## src/rtl/chess_pkg.sv

```systemverilog
// rtl/chess_pkg.sv - shared button indices, channel state encoding and default timing
package chess_pkg;

    localparam int BTN_IDX_L = 0;
    localparam int BTN_IDX_R = 1;
    localparam int BTN_IDX_U = 2;
    localparam int BTN_IDX_D = 3;
    localparam int BTN_IDX_C = 4;

    localparam int NUM_BTN_DEF       = 5;
    localparam int DEBOUNCE_CYC_DEF  = 488;
    localparam int REPEAT_DELAY_DEF  = 12207;
    localparam int REPEAT_PERIOD_DEF = 2441;
    localparam logic [4:0] REPEAT_MASK_DEF = 5'b01111;

    typedef enum logic [2:0] {
        ST_IDLE         = 3'd0,
        ST_PRESS_WAIT   = 3'd1,
        ST_HELD_DELAY   = 3'd2,
        ST_HELD_REPEAT  = 3'd3,
        ST_RELEASE_WAIT = 3'd4
    } btn_state_e;

    function automatic int max3(input int a, input int b, input int c);
        int m;
        m = (a > b) ? a : b;
        return (m > c) ? m : c;
    endfunction

endpackage

```

## src/rtl/btn_channel.sv

```systemverilog
// rtl/btn_channel.sv - one button: 2-flop synchroniser, debounce/auto-repeat FSM, registered outputs
module btn_channel
    import chess_pkg::*;
#(
    parameter int DEBOUNCE_CYC  = DEBOUNCE_CYC_DEF,
    parameter int REPEAT_DELAY  = REPEAT_DELAY_DEF,
    parameter int REPEAT_PERIOD = REPEAT_PERIOD_DEF
) (
    input  logic i_clk,
    input  logic i_rst,
    input  logic i_raw,
    input  logic i_repeat_en,
    output logic o_pulse,
    output logic o_level,
    output logic o_level_nxt
);

    localparam int CNT_W = $clog2(max3(DEBOUNCE_CYC, REPEAT_DELAY, REPEAT_PERIOD)) + 1;
    localparam logic [CNT_W-1:0] DEB_LAST = CNT_W'(DEBOUNCE_CYC - 1);
    localparam logic [CNT_W-1:0] DLY_LAST = CNT_W'(REPEAT_DELAY - 1);
    localparam logic [CNT_W-1:0] PER_LAST = CNT_W'(REPEAT_PERIOD - 1);
    localparam logic [CNT_W-1:0] CNT_ONE  = CNT_W'(1);

    logic             r_sync1;
    logic             r_sync2;
    btn_state_e       r_state;
    logic [CNT_W-1:0] r_cnt;
    logic             r_pulse;
    logic             r_level;

    btn_state_e       w_state_nxt;
    logic [CNT_W-1:0] w_cnt_nxt;
    logic             w_pulse_nxt;
    logic             w_level_nxt;
    logic             w_s;

    assign w_s = r_sync2;

    always_ff @(posedge i_clk or posedge i_rst) begin
        if (i_rst) begin
            r_sync1 <= 1'b0;
            r_sync2 <= 1'b0;
            r_state <= ST_IDLE;
            r_cnt   <= '0;
            r_pulse <= 1'b0;
            r_level <= 1'b0;
        end else begin
            r_sync1 <= i_raw;
            r_sync2 <= r_sync1;
            r_state <= w_state_nxt;
            r_cnt   <= w_cnt_nxt;
            r_pulse <= w_pulse_nxt;
            r_level <= w_level_nxt;
        end
    end

    always_comb begin
        w_state_nxt = r_state;
        w_cnt_nxt   = r_cnt + CNT_ONE;
        case (r_state)
            ST_IDLE: begin
                if (w_s) begin
                    w_state_nxt = ST_PRESS_WAIT;
                    w_cnt_nxt   = CNT_ONE;
                end else begin
                    w_cnt_nxt   = '0;
                end
            end
            ST_PRESS_WAIT: begin
                if (!w_s) begin
                    w_state_nxt = ST_IDLE;
                    w_cnt_nxt   = '0;
                end else if (r_cnt == DEB_LAST) begin
                    w_state_nxt = ST_HELD_DELAY;
                    w_cnt_nxt   = '0;
                end
            end
            ST_HELD_DELAY: begin
                if (!w_s) begin
                    w_state_nxt = ST_RELEASE_WAIT;
                    w_cnt_nxt   = CNT_ONE;
                end else if (!i_repeat_en) begin
                    w_cnt_nxt   = '0;
                end else if (r_cnt == DLY_LAST) begin
                    w_state_nxt = ST_HELD_REPEAT;
                    w_cnt_nxt   = '0;
                end
            end
            ST_HELD_REPEAT: begin
                if (!w_s) begin
                    w_state_nxt = ST_RELEASE_WAIT;
                    w_cnt_nxt   = CNT_ONE;
                end else if (r_cnt == PER_LAST) begin
                    w_cnt_nxt   = '0;
                end
            end
            ST_RELEASE_WAIT: begin
                // A short low glitch while held re-enters the hold and restarts the repeat delay
                if (w_s) begin
                    w_state_nxt = ST_HELD_DELAY;
                    w_cnt_nxt   = '0;
                end else if (r_cnt == DEB_LAST) begin
                    w_state_nxt = ST_IDLE;
                    w_cnt_nxt   = '0;
                end
            end
            default: begin
                w_state_nxt = ST_IDLE;
                w_cnt_nxt   = '0;
            end
        endcase
    end

    always_comb begin
        w_pulse_nxt = 1'b0;
        w_level_nxt = 1'b0;
        if (w_s) begin
            w_pulse_nxt = ((r_state == ST_PRESS_WAIT)  && (r_cnt == DEB_LAST))
                       || ((r_state == ST_HELD_DELAY)  && i_repeat_en && (r_cnt == DLY_LAST))
                       || ((r_state == ST_HELD_REPEAT) && (r_cnt == PER_LAST));
        end
        w_level_nxt = (w_state_nxt == ST_HELD_DELAY) || (w_state_nxt == ST_HELD_REPEAT)
                   || (w_state_nxt == ST_RELEASE_WAIT);
    end

    assign o_pulse     = r_pulse;
    assign o_level     = r_level;
    assign o_level_nxt = w_level_nxt;

endmodule

```

## src/rtl/btn_pulse_gen.sv

```systemverilog
// rtl/btn_pulse_gen.sv - multi-channel button conditioner producing move pulses and held levels
module btn_pulse_gen
    import chess_pkg::*;
#(
    parameter int NUM_BTN       = NUM_BTN_DEF,
    parameter int DEBOUNCE_CYC  = DEBOUNCE_CYC_DEF,
    parameter int REPEAT_DELAY  = REPEAT_DELAY_DEF,
    parameter int REPEAT_PERIOD = REPEAT_PERIOD_DEF,
    parameter logic [NUM_BTN-1:0] REPEAT_MASK = NUM_BTN'(REPEAT_MASK_DEF)
) (
    input  logic               CLK,
    input  logic               RESET,
    input  logic [NUM_BTN-1:0] BTN_RAW,
    output logic [NUM_BTN-1:0] BTN_PULSE,
    output logic [NUM_BTN-1:0] BTN_LEVEL,
    output logic               ANY_HELD
);

    logic [NUM_BTN-1:0] w_level_nxt;
    logic               r_any_held;

    for (genvar gi = 0; gi < NUM_BTN; gi++) begin : g_ch
        btn_channel #(
            .DEBOUNCE_CYC (DEBOUNCE_CYC),
            .REPEAT_DELAY (REPEAT_DELAY),
            .REPEAT_PERIOD(REPEAT_PERIOD)
        ) u_ch (
            .i_clk      (CLK),
            .i_rst      (RESET),
            .i_raw      (BTN_RAW[gi]),
            .i_repeat_en(REPEAT_MASK[gi]),
            .o_pulse    (BTN_PULSE[gi]),
            .o_level    (BTN_LEVEL[gi]),
            .o_level_nxt(w_level_nxt[gi])
        );
    end

    // Registered from the channels' next levels so it lines up with BTN_LEVEL
    always_ff @(posedge CLK or posedge RESET) begin
        if (RESET) begin
            r_any_held <= 1'b0;
        end else begin
            r_any_held <= |w_level_nxt;
        end
    end

    assign ANY_HELD = r_any_held;

endmodule

```

## config.mk

```make
export PLATFORM = sky130hd
export DESIGN_NAME = btn_pulse_gen
export DESIGN_NICKNAME = d
export VERILOG_FILES = /design/src/rtl/chess_pkg.sv /design/src/rtl/btn_channel.sv /design/src/rtl/btn_pulse_gen.sv
export SDC_FILE = /design/constraint.sdc
export NUM_CORES = 1
export LEC_CHECK = 0
export ABC_AREA = 1
export CAP_MARGIN = 40
export CORE_MARGIN = 1
export CORE_UTILIZATION = 45
export CTS_BUF_LIST = sky130_fd_sc_hd__clkbuf_4 sky130_fd_sc_hd__clkbuf_8 sky130_fd_sc_hd__clkbuf_16
export DETAILED_ROUTE_END_ITERATION = 8
export PLACE_DENSITY = 0.59
export SYNTH_ARGS = -nofsm -noshare
export SYNTH_HDL_FRONTEND = slang
export SYNTH_SLANG_ARGS = --single-unit
```

## constraint.sdc

```tcl
create_clock -name CLK -period 10.25 [get_ports CLK]
set_input_delay 2.05 -clock CLK [delete_from_list [all_inputs] [get_ports CLK]]
set_output_delay 2.05 -clock CLK [all_outputs]
set_load 0.02 [all_outputs]
```

==> results of run 1 <==
final timing paths:
path / endpoint / slack (ns) / depth (start not counted)
worst min register to register: g_ch[3].u_ch.r_sync2 / 0.35 / 0
min in group asynchronous: g_ch[0].u_ch.o_pulse / 2.11 / 2
max in group asynchronous: g_ch[1].u_ch.r_cnt[0] / 6.98 / 3
worst max-delay path: ANY_HELD / 6.90 / 1
worst max register to register: g_ch[3].u_ch.r_cnt[7] / 8.54 / 10
worst min-delay path: g_ch[3].u_ch.r_sync2 / 0.35 / 0
power breakdown:
| part | switching (mW) | internal (mW) | total, mW | leakage [nW] |
|---|---|---|---|---|
| clock network | 0.169 | 0.177 | 0.346 | 0.148 |
| logic | 0.0433 | 0.0204 | 0.0637 | 1.57 |
| registers | 0.0109 | 0.448 | 0.459 | 1.51 |
metal layers:
layer / routed length (um) / share of wire [%] / global-route usage, % / up-vias
li1: - / - / - / 2699
met1: 5873 / 47 / 23.63 / 2448
met2: 6018 / 48 / 32.11 / 82
met3: 429 / 3.4 / 4.198 / 17
met4: 172 / 1.4 / 6.327 / 0
met5: 0 / 0 / 0 / -
layout make-up:
class,count,area share [%]
clock buffers,10,3.463
clock inverters,6,0.8521
inverters,135,7.379
multi-input cells,594,42.30
flip-flops and latches,111,40.25
well taps,176,3.191
repair buffers,18,2.574
cells in the mapped netlist, drive strengths merged (3+ instances only):
| cell type | number | area share, % |
|---|---|---|
| or2 | 4 | 0.40 |
| nand2 | 187 | 11 |
| dfrtp | 111 | 44 |
| xor2 | 22 | 3.0 |
| xnor2 | 6 | 0.83 |
| o211ai | 3 | 0.36 |
| nor4 | 4 | 0.40 |
| a21oi | 12 | 0.95 |
| nand4 | 22 | 2.2 |
| a31oi | 3 | 0.30 |
| o21ai | 30 | 2.4 |
| o21bai | 3 | 0.36 |
| nand3 | 75 | 6.3 |
| inv | 135 | 8.0 |
| nor3 | 28 | 2.7 |
| buf | 15 | 1.9 |
| nand3b | 7 | 0.83 |
| ha | 14 | 2.8 |
| nor2 | 172 | 11 |
cells by family after synthesis:
kind of cell / share of synthesized area (%)
adders and majority gates: 2.771
buffers and inverters: 9.895
xor gates and xnor gates: 3.879
AOI/OAI and AO/OA: 4.453
DFF: 43.93
and+or+nand+nor: 35.07
state kept, by name, indices dropped and copies added (netlist names):
register	cells
g_ch.u_ch.r_state	15
g_ch.u_ch.r_sync1	5
g_ch.u_ch.r_cnt	75
g_ch.u_ch.r_sync2	5
ANY_HELD	1
g_ch.u_ch.o_level	5
g_ch.u_ch.o_pulse	5
cell usage in the layout, fill, tap and decap left out, types with 9 or more instances in the layout:
master,Yosys,layout
nand3_1,71,71
a21oi_1,12,12
nor2_2,10,10
dfrtp_1,111,111
nand4_1,22,22
ha_1,14,14
clkdlybuf4s50_1,0,17
nor3_1,23,23
clkbuf_16,0,9
xor2_1,22,22
nor2_1,161,161
o21ai_0,25,25
inv_1,130,129
nand2_1,180,180
==> impl.org, run 1 <==
** Status
- The run finished with clean final reports.

** Timing
- RSZ-0062 raised after global routing :: false
- The final number of max-transition violations was 0.
- Based on the critical path, the design can be clocked at up to around 300 MHz.
- Final clock skew :: between 0.008 and 0.009 ns
- The count of endpoints failing hold in the final timing report came to 0.
- Headroom to the max-slew limit came out at between 50 and 60%.
- Subtracting the final worst setup slack from the clock period gives about 3.3 ns.
- In the finished design, the share of the clock period the worst path needs comes to roughly a third.
- Setup violations remaining at the end of the flow were counted as 0.
- The tightest hold path in the finished design has a slack of 0.3497 ns.
- Worst-Margin Slew :: about 0.74 ns
- After routing, the total negative slack on setup checks comes to 0 ns.
- After layout, the worst setup slack is slightly below 7 ns.

** Worst setup path
- STA classifies the critical path endpoint as a primary output.
- The slowest stage of the critical path belongs to the cell clkdlybuf4s50_1.
- The most critical setup path has its startpoint at ANY_HELD.
- The critical path in this run is classified as flip-flop to primary output.
- Worst path arrival time :: ~1.3 ns
- Among cell families on the critical path, the largest total delay comes from buffers and inverters.
- Along the worst path, the maximum fanout reaches 1.
- Reg2reg start :: g_ch[3].u_ch.r_cnt[1]
- The largest single stage delay on the critical path is roughly 0.60 ns.
- At the worst endpoint, the required time is approximately 8.2 ns.
- The worst setup path is launched from a flip-flop.
- Critical path cell sequence :: clkdlybuf4s50_1
- The number of buffers and inverters on the critical path is 1.

** Power and ir drop
- The analysis attributes to cell leakage a power of roughly 3.2 nW.
- Total power :: ~0.87 mW
- Dividing total power by cell area gives a power density of 125.9 nW/um^2.
- Peak supply drop :: between 0.07 and 0.08 mV

** Cells and area
- Once layout is complete, the cells apart from fillers number 1050.
- Antenna Cells :: 0
- Final net count :: slightly below 900
- After routing the design area is 6902 um^2.
- Fillcell total :: roughly 1.4k
- In the final layout, flip-flops and latches occupy between 2000 and 3000 um^2.
- The area growth from synthesis to layout is 9.163%.
- In the final layout, the share of cells above drive strength 1 is under 10%.
- The multi-input combinational cells in the finished layout cover a total of 2919 um^2.
- Post-layout utilization of the core :: 51.30%

** CTS
- TritonCTS Sinks :: around 110
- Number of buffers inserted by hold repair at cts :: 0
- H-tree lvl count :: 3
- The clock passes through at most 2 buffers.
- TritonCTS built the clock tree.
- The number of clock buffers added by TritonCTS is 9.
- Clock tree synthesis selected as its root buffer the cell clkbuf_16.
- Clock latency on the worst-skew pair :: 0.36 ns
- Number of resized instances in the post-cts repair step :: 0
- Worst-path clk slew :: roughly 0.07 ns
- Post CTS Setup Buffer Count :: 0

** Floorplanning
- Pin placement for this block handled 18 I/O pins.
- Full die area :: 14530 um^2
- Die extent in y :: between 100 and 150 um
- Horizontal extent of the die :: 120.5 um
- Initial Utilization :: ~47%
- Standard-cell row count :: 42
- The core region is approximately 13000 um^2.

** Yosys
- The most used flip-flop cell after synthesis is dfrtp_1.
- Flops & latches, synth :: roughly 110
- Number of standard cells after synthesis :: between 800 and 900
- Counting flops with a built-in enable in the synthesized netlist gives 0.
- During synthesis, Yosys emitted a total of 0 warnings.
- Sequential-to-total area share from yosys stat :: approximately 44%
- Syn Area/Cell :: 7.395 um^2
- The number of nets in the synthesized netlist is roughly 880.
- Distinct cells, synth :: 32
- After synthesis, the share of flip-flops with an asynchronous set or reset is 100.0%.
- Post-synthesis instance area :: between 6000 and 7000 um^2

** Routing
- After detailed routing, the average wire length per cell comes to around 12 um.
- In the routed layout, each cell is associated on average with a via count of 4.996.
- The detailed router placed 5246 vias in this run.
- Number of iterations in the first detailed-routing pass :: 4
- Number of DRC markers in iteration 0 :: ~230
- Number of nets still failing antenna checks after routing :: 0
- DRC errors left :: 0
- The final layout contains routed wiring with a total length of between 10000 and 15000 um.

** Hold path
- HP Class :: flip-flop to flip-flop
- Min-Delay Startpoint :: g_ch[3].u_ch.r_sync1

** Global routing
- The number of global-route vias before repair is around 5.1k.
- The initial antenna violation count was 0.
- Global-route total usage across every layer :: a little under a fifth
- Overflow left after global routing :: 0
- Pin count of the biggest net entering global routing :: 63
- The first global-routing pass estimated about 22000 um of wire.

** Placement
- HPWL Detailed :: roughly 9300 um
- Dpl ws :: about 6.4 ns
- Placed Cells :: around 1.0k
- Cell area after placement :: between 6000 and 7000 um^2
- Gp weighted congestion :: roughly 0.9
- Number of port buffers :: 17

** Flow run
- Number of violations of the max-capacitance limit :: 0
(Power assumes the default switching activity.)
==> run 2, diff against run 1 <==
Clock period 10.25 ns to 3.4 ns, I/O delays scaled along.
==> run 2 against run 1 <==
- global-route usage about the same
- highest routed layer unchanged
- utilization grew 0.28 points
- critical path type unchanged
- register-to-register slack got worse by 6.8 ns
- sequential cell count stayed put
- cell area grew 0.54%
- cell count is 0.19% higher
==> impl.org, run 2 (synthesized netlist as in run 1, its figures left out) <==
** Status
- The flow ran to the end, and the final reports show no timing, DRC or antenna violations.

** Global routing
- The initial antenna violation count is 0 (unchanged).
- The number of global-route vias before repair was 4937 (-2.4%).
- First-pass GRT wire length :: 21850 um (-1.0%)
- The pin count of the biggest net entering global routing was 42 (-33%).
- The remaining global-route overflow is 0 (unchanged).
- The total routing usage reported by global routing came to 18.84% (about the same).

** CTS
- CTS placed an instance of clkbuf_16 at the clock tree root.
- The deepest level of the CTS H-tree was 3 (unchanged).
- The TritonCTS buffer count is 9 (unchanged).
- TritonCTS built the clock tree.
- Worst-case clock buffer depth :: 2 (unchanged)
- The post-CTS resize count was 0 (unchanged).
- Post CTS Setup Buffer Count :: 0 (unchanged)
- The post-cts hold buffer count came to 0 (unchanged).
- The clock input transition at the sequential cells of the worst setup and hold paths was 0.08 ns (about the same).
- The clock latency on the worst-skew pair came to 0.36 ns (about the same).
- TritonCTS Sinks :: 111 (unchanged)

** Cells and area
- Most common cell after layout, fill and taps aside :: nand2_1
- Share of post-route cells with drive strength above 1 :: 6.393% (+0.21 points)
- Post-route cell area :: 6939 um^2 (+0.54%)
- The flip-flop count of the largest register, all copies and words added was 75 (unchanged).
- Fillcell total :: 1316 (-3.2%)
- The largest registers in the layout are g_ch.u_ch.r_cnt x75, g_ch.u_ch.r_state x15.
- In the layout the commonest cells are nand2_1, nor2_1, inv_1, dfrtp_1, nand3_1.
- Most flop-heavy register :: g_ch.u_ch.r_cnt
- Antenna Cells :: 0 (unchanged)
- The area growth from synthesis to layout is 9.757%.
- The net total in the final layout came to 892 (+0.22%).

** Floorplanning
- Initial Utilization :: 47.00% (unchanged)
- The number of top-level design ports is 18 (unchanged).
- The number of cell rows was 42 (unchanged).
- Horizontal extent of the die :: 120.5 um (unchanged)
- Full die area :: 14530 um^2 (unchanged)
- Standard cell core area :: 13450 um^2 (unchanged)
- The overall die height is 120.5 um (unchanged).

** Routing
- The violation count after the first detailed-routing iteration is 290 (+28%).
- The sum of routed wire length over all layers came to 12490 um (about the same).
- The post-route antenna net violation count is 0 (unchanged).
- Vias after detailed routing :: 5202 (-0.84%)
- The first-pass detailed-route iteration total is 5 (+1).
- The DRC violation count after routing was 0 (unchanged).
- Vias per inst :: 4.945 (-1.0%)
- The wire length per cell after detailed routing came to 11.88 um (-0.21%).

** Placement
- The total half-perimeter wirelength after legalization and detailed placement came to 9622 um (+3.8%).
- The placed standard-cell area was 6633 um^2 (+0.44%).
- Number of port buffers :: 17 (unchanged)
- Gp weighted congestion :: 0.8605 (-4.4%)
- The worst-case setup slack after placement was 1.604 ns (-4.845 ns).

** Worst setup path
- For this design, the slowest cell found on the critical path is clkdlybuf4s50_1.
- Endpoint type of the worst setup path :: primary output
- Launch point of the critical path :: ANY_HELD
- The number of buffer and inverter stages on the critical path was 1 (unchanged).
- In this run the critical register-to-register path is launched from g_ch[1].u_ch.r_cnt[0].
- Critical path cell sequence :: clkdlybuf4s50_1
- By startpoint and endpoint, the worst setup path is classified as flip-flop to primary output.
- The data required time of the critical path was 2.72 ns (-5.48 ns).
- The delay of the slowest cell on the worst path came to 0.60 ns (about the same).
- Worst path arrival time :: 1.30 ns (about the same)
- Among cell families on the critical path, the largest total delay comes from buffers and inverters.
- The worst setup path is launched from a flip-flop.
- The maximum fanout count along the critical path is 1 (unchanged).

** Timing
- Setup-violating endpoint count in the final report :: 0 (unchanged)
- Final hold violation count :: 0 (unchanged)
- Sum of negative setup slack :: 0 ns (unchanged)
- Max Slew Vio Count :: 0 (unchanged)
- Timing would allow up to between 500 and 600 MHz.
- Worst-Margin Slew :: 0.4825 ns (-0.2614 ns)
- Worst max-slew margin expressed relative to the limit :: 67.59% (+17 points)
- Counting I/O delays and the setup requirement, the final critical path takes 1.976 ns.
- Part of the cycle the worst path needs :: roughly three fifths
- Setup repair after global routing left no endpoint under its margin.
- Final clock skew :: 0.01012 ns (+0.001934 ns)
- The smallest setup slack after layout is 1.424 ns (-5.478 ns).

** Flow run
- Number of violations of the max-capacitance limit :: 0 (unchanged)

** Power and ir drop
- The worst IR drop on VDD is 0.2453 mV (+210%).
- The leakage component of the power came to 3.236 nW (+0.42%).
- The power density relative to cell area was 384.8 nW/um^2 (+210%).

** Hold path
- The worst hold path begins at g_ch[2].u_ch.r_sync1.
- HP Class :: flip-flop to flip-flop
[run 2: worst paths after layout]
| check | depth (start not counted) | slack [ns] | end |
|---|---|---|---|
| max in group asynchronous | 3 | 2.04 | g_ch[1].u_ch.r_cnt[7] |
| setup / recovery | 1 | 1.42 | ANY_HELD |
| hold reg to reg | 0 | 0.35 | g_ch[2].u_ch.r_sync2 |
| hold / removal | 0 | 0.35 | g_ch[2].u_ch.r_sync2 |
| min in group asynchronous | 2 | 0.67 | g_ch[2].u_ch.o_level |
| setup reg to reg | 9 | 1.70 | g_ch[1].u_ch.r_cnt[13] |
[run 2: worst register-to-register path, cell delays in order, from the launching register on]
cell and delay (ns):
dfrtp_1 0.37, inv_1 0.09, nor2_1 0.30, nand3_1 0.21
nor2_1 0.21, nand2_1 0.09, nor2_1 0.15, nand2_1 0.07
nand3_1 0.08, nor2_1 0.05
[run 2: layout make-up]
class	count	area, um^2	share of cell area, %
multi-input cells	594	2919	42.07
flip-flops and latches	111	2778	40.03
inverters	135	510.5	7.357
clock buffers	10	232.7	3.354
well taps	176	220.2	3.173
repair buffers	20	205.2	2.957
clock inverters	6	73.82	1.064
[run 2: routing by layer]
metal | GRT usage, % | share of wire, % | wire (um) | vias to the layer above
met1 | 24.59 | 48 | 6016 | 2386
met4 | 7.022 | 1.8 | 227 | 0
met5 | 0 | 0 | 0 | -
met3 | 3.821 | 3.3 | 417 | 20
li1 | - | - | - | 2700
met2 | 30.89 | 47 | 5831 | 96
[run 2: metrics by stage]
stage          util [%]  cells  power (mW)  hold slack (ns)
5_1_grt           51.58   1052       2.797           0.3564
6_report          51.58   1052       2.670           0.3500
4_1_cts           51.58   1052       2.711           0.3538
3_3_place_gp      49.30   1036       1.599           0.3341
3_5_place_dp      49.30   1036       1.604           0.3365
2_1_floorplan         -    855       1.553           0.3312
[run 2: where the power goes]
| part | switching [mW] | internal, mW | leakage (nW) |
|---|---|---|---|
| Clock | 0.504 | 0.592 | 0.152 |
| Combinational | 0.127 | 0.0635 | 1.58 |
| Sequential | 0.0307 | 1.35 | 1.51 |
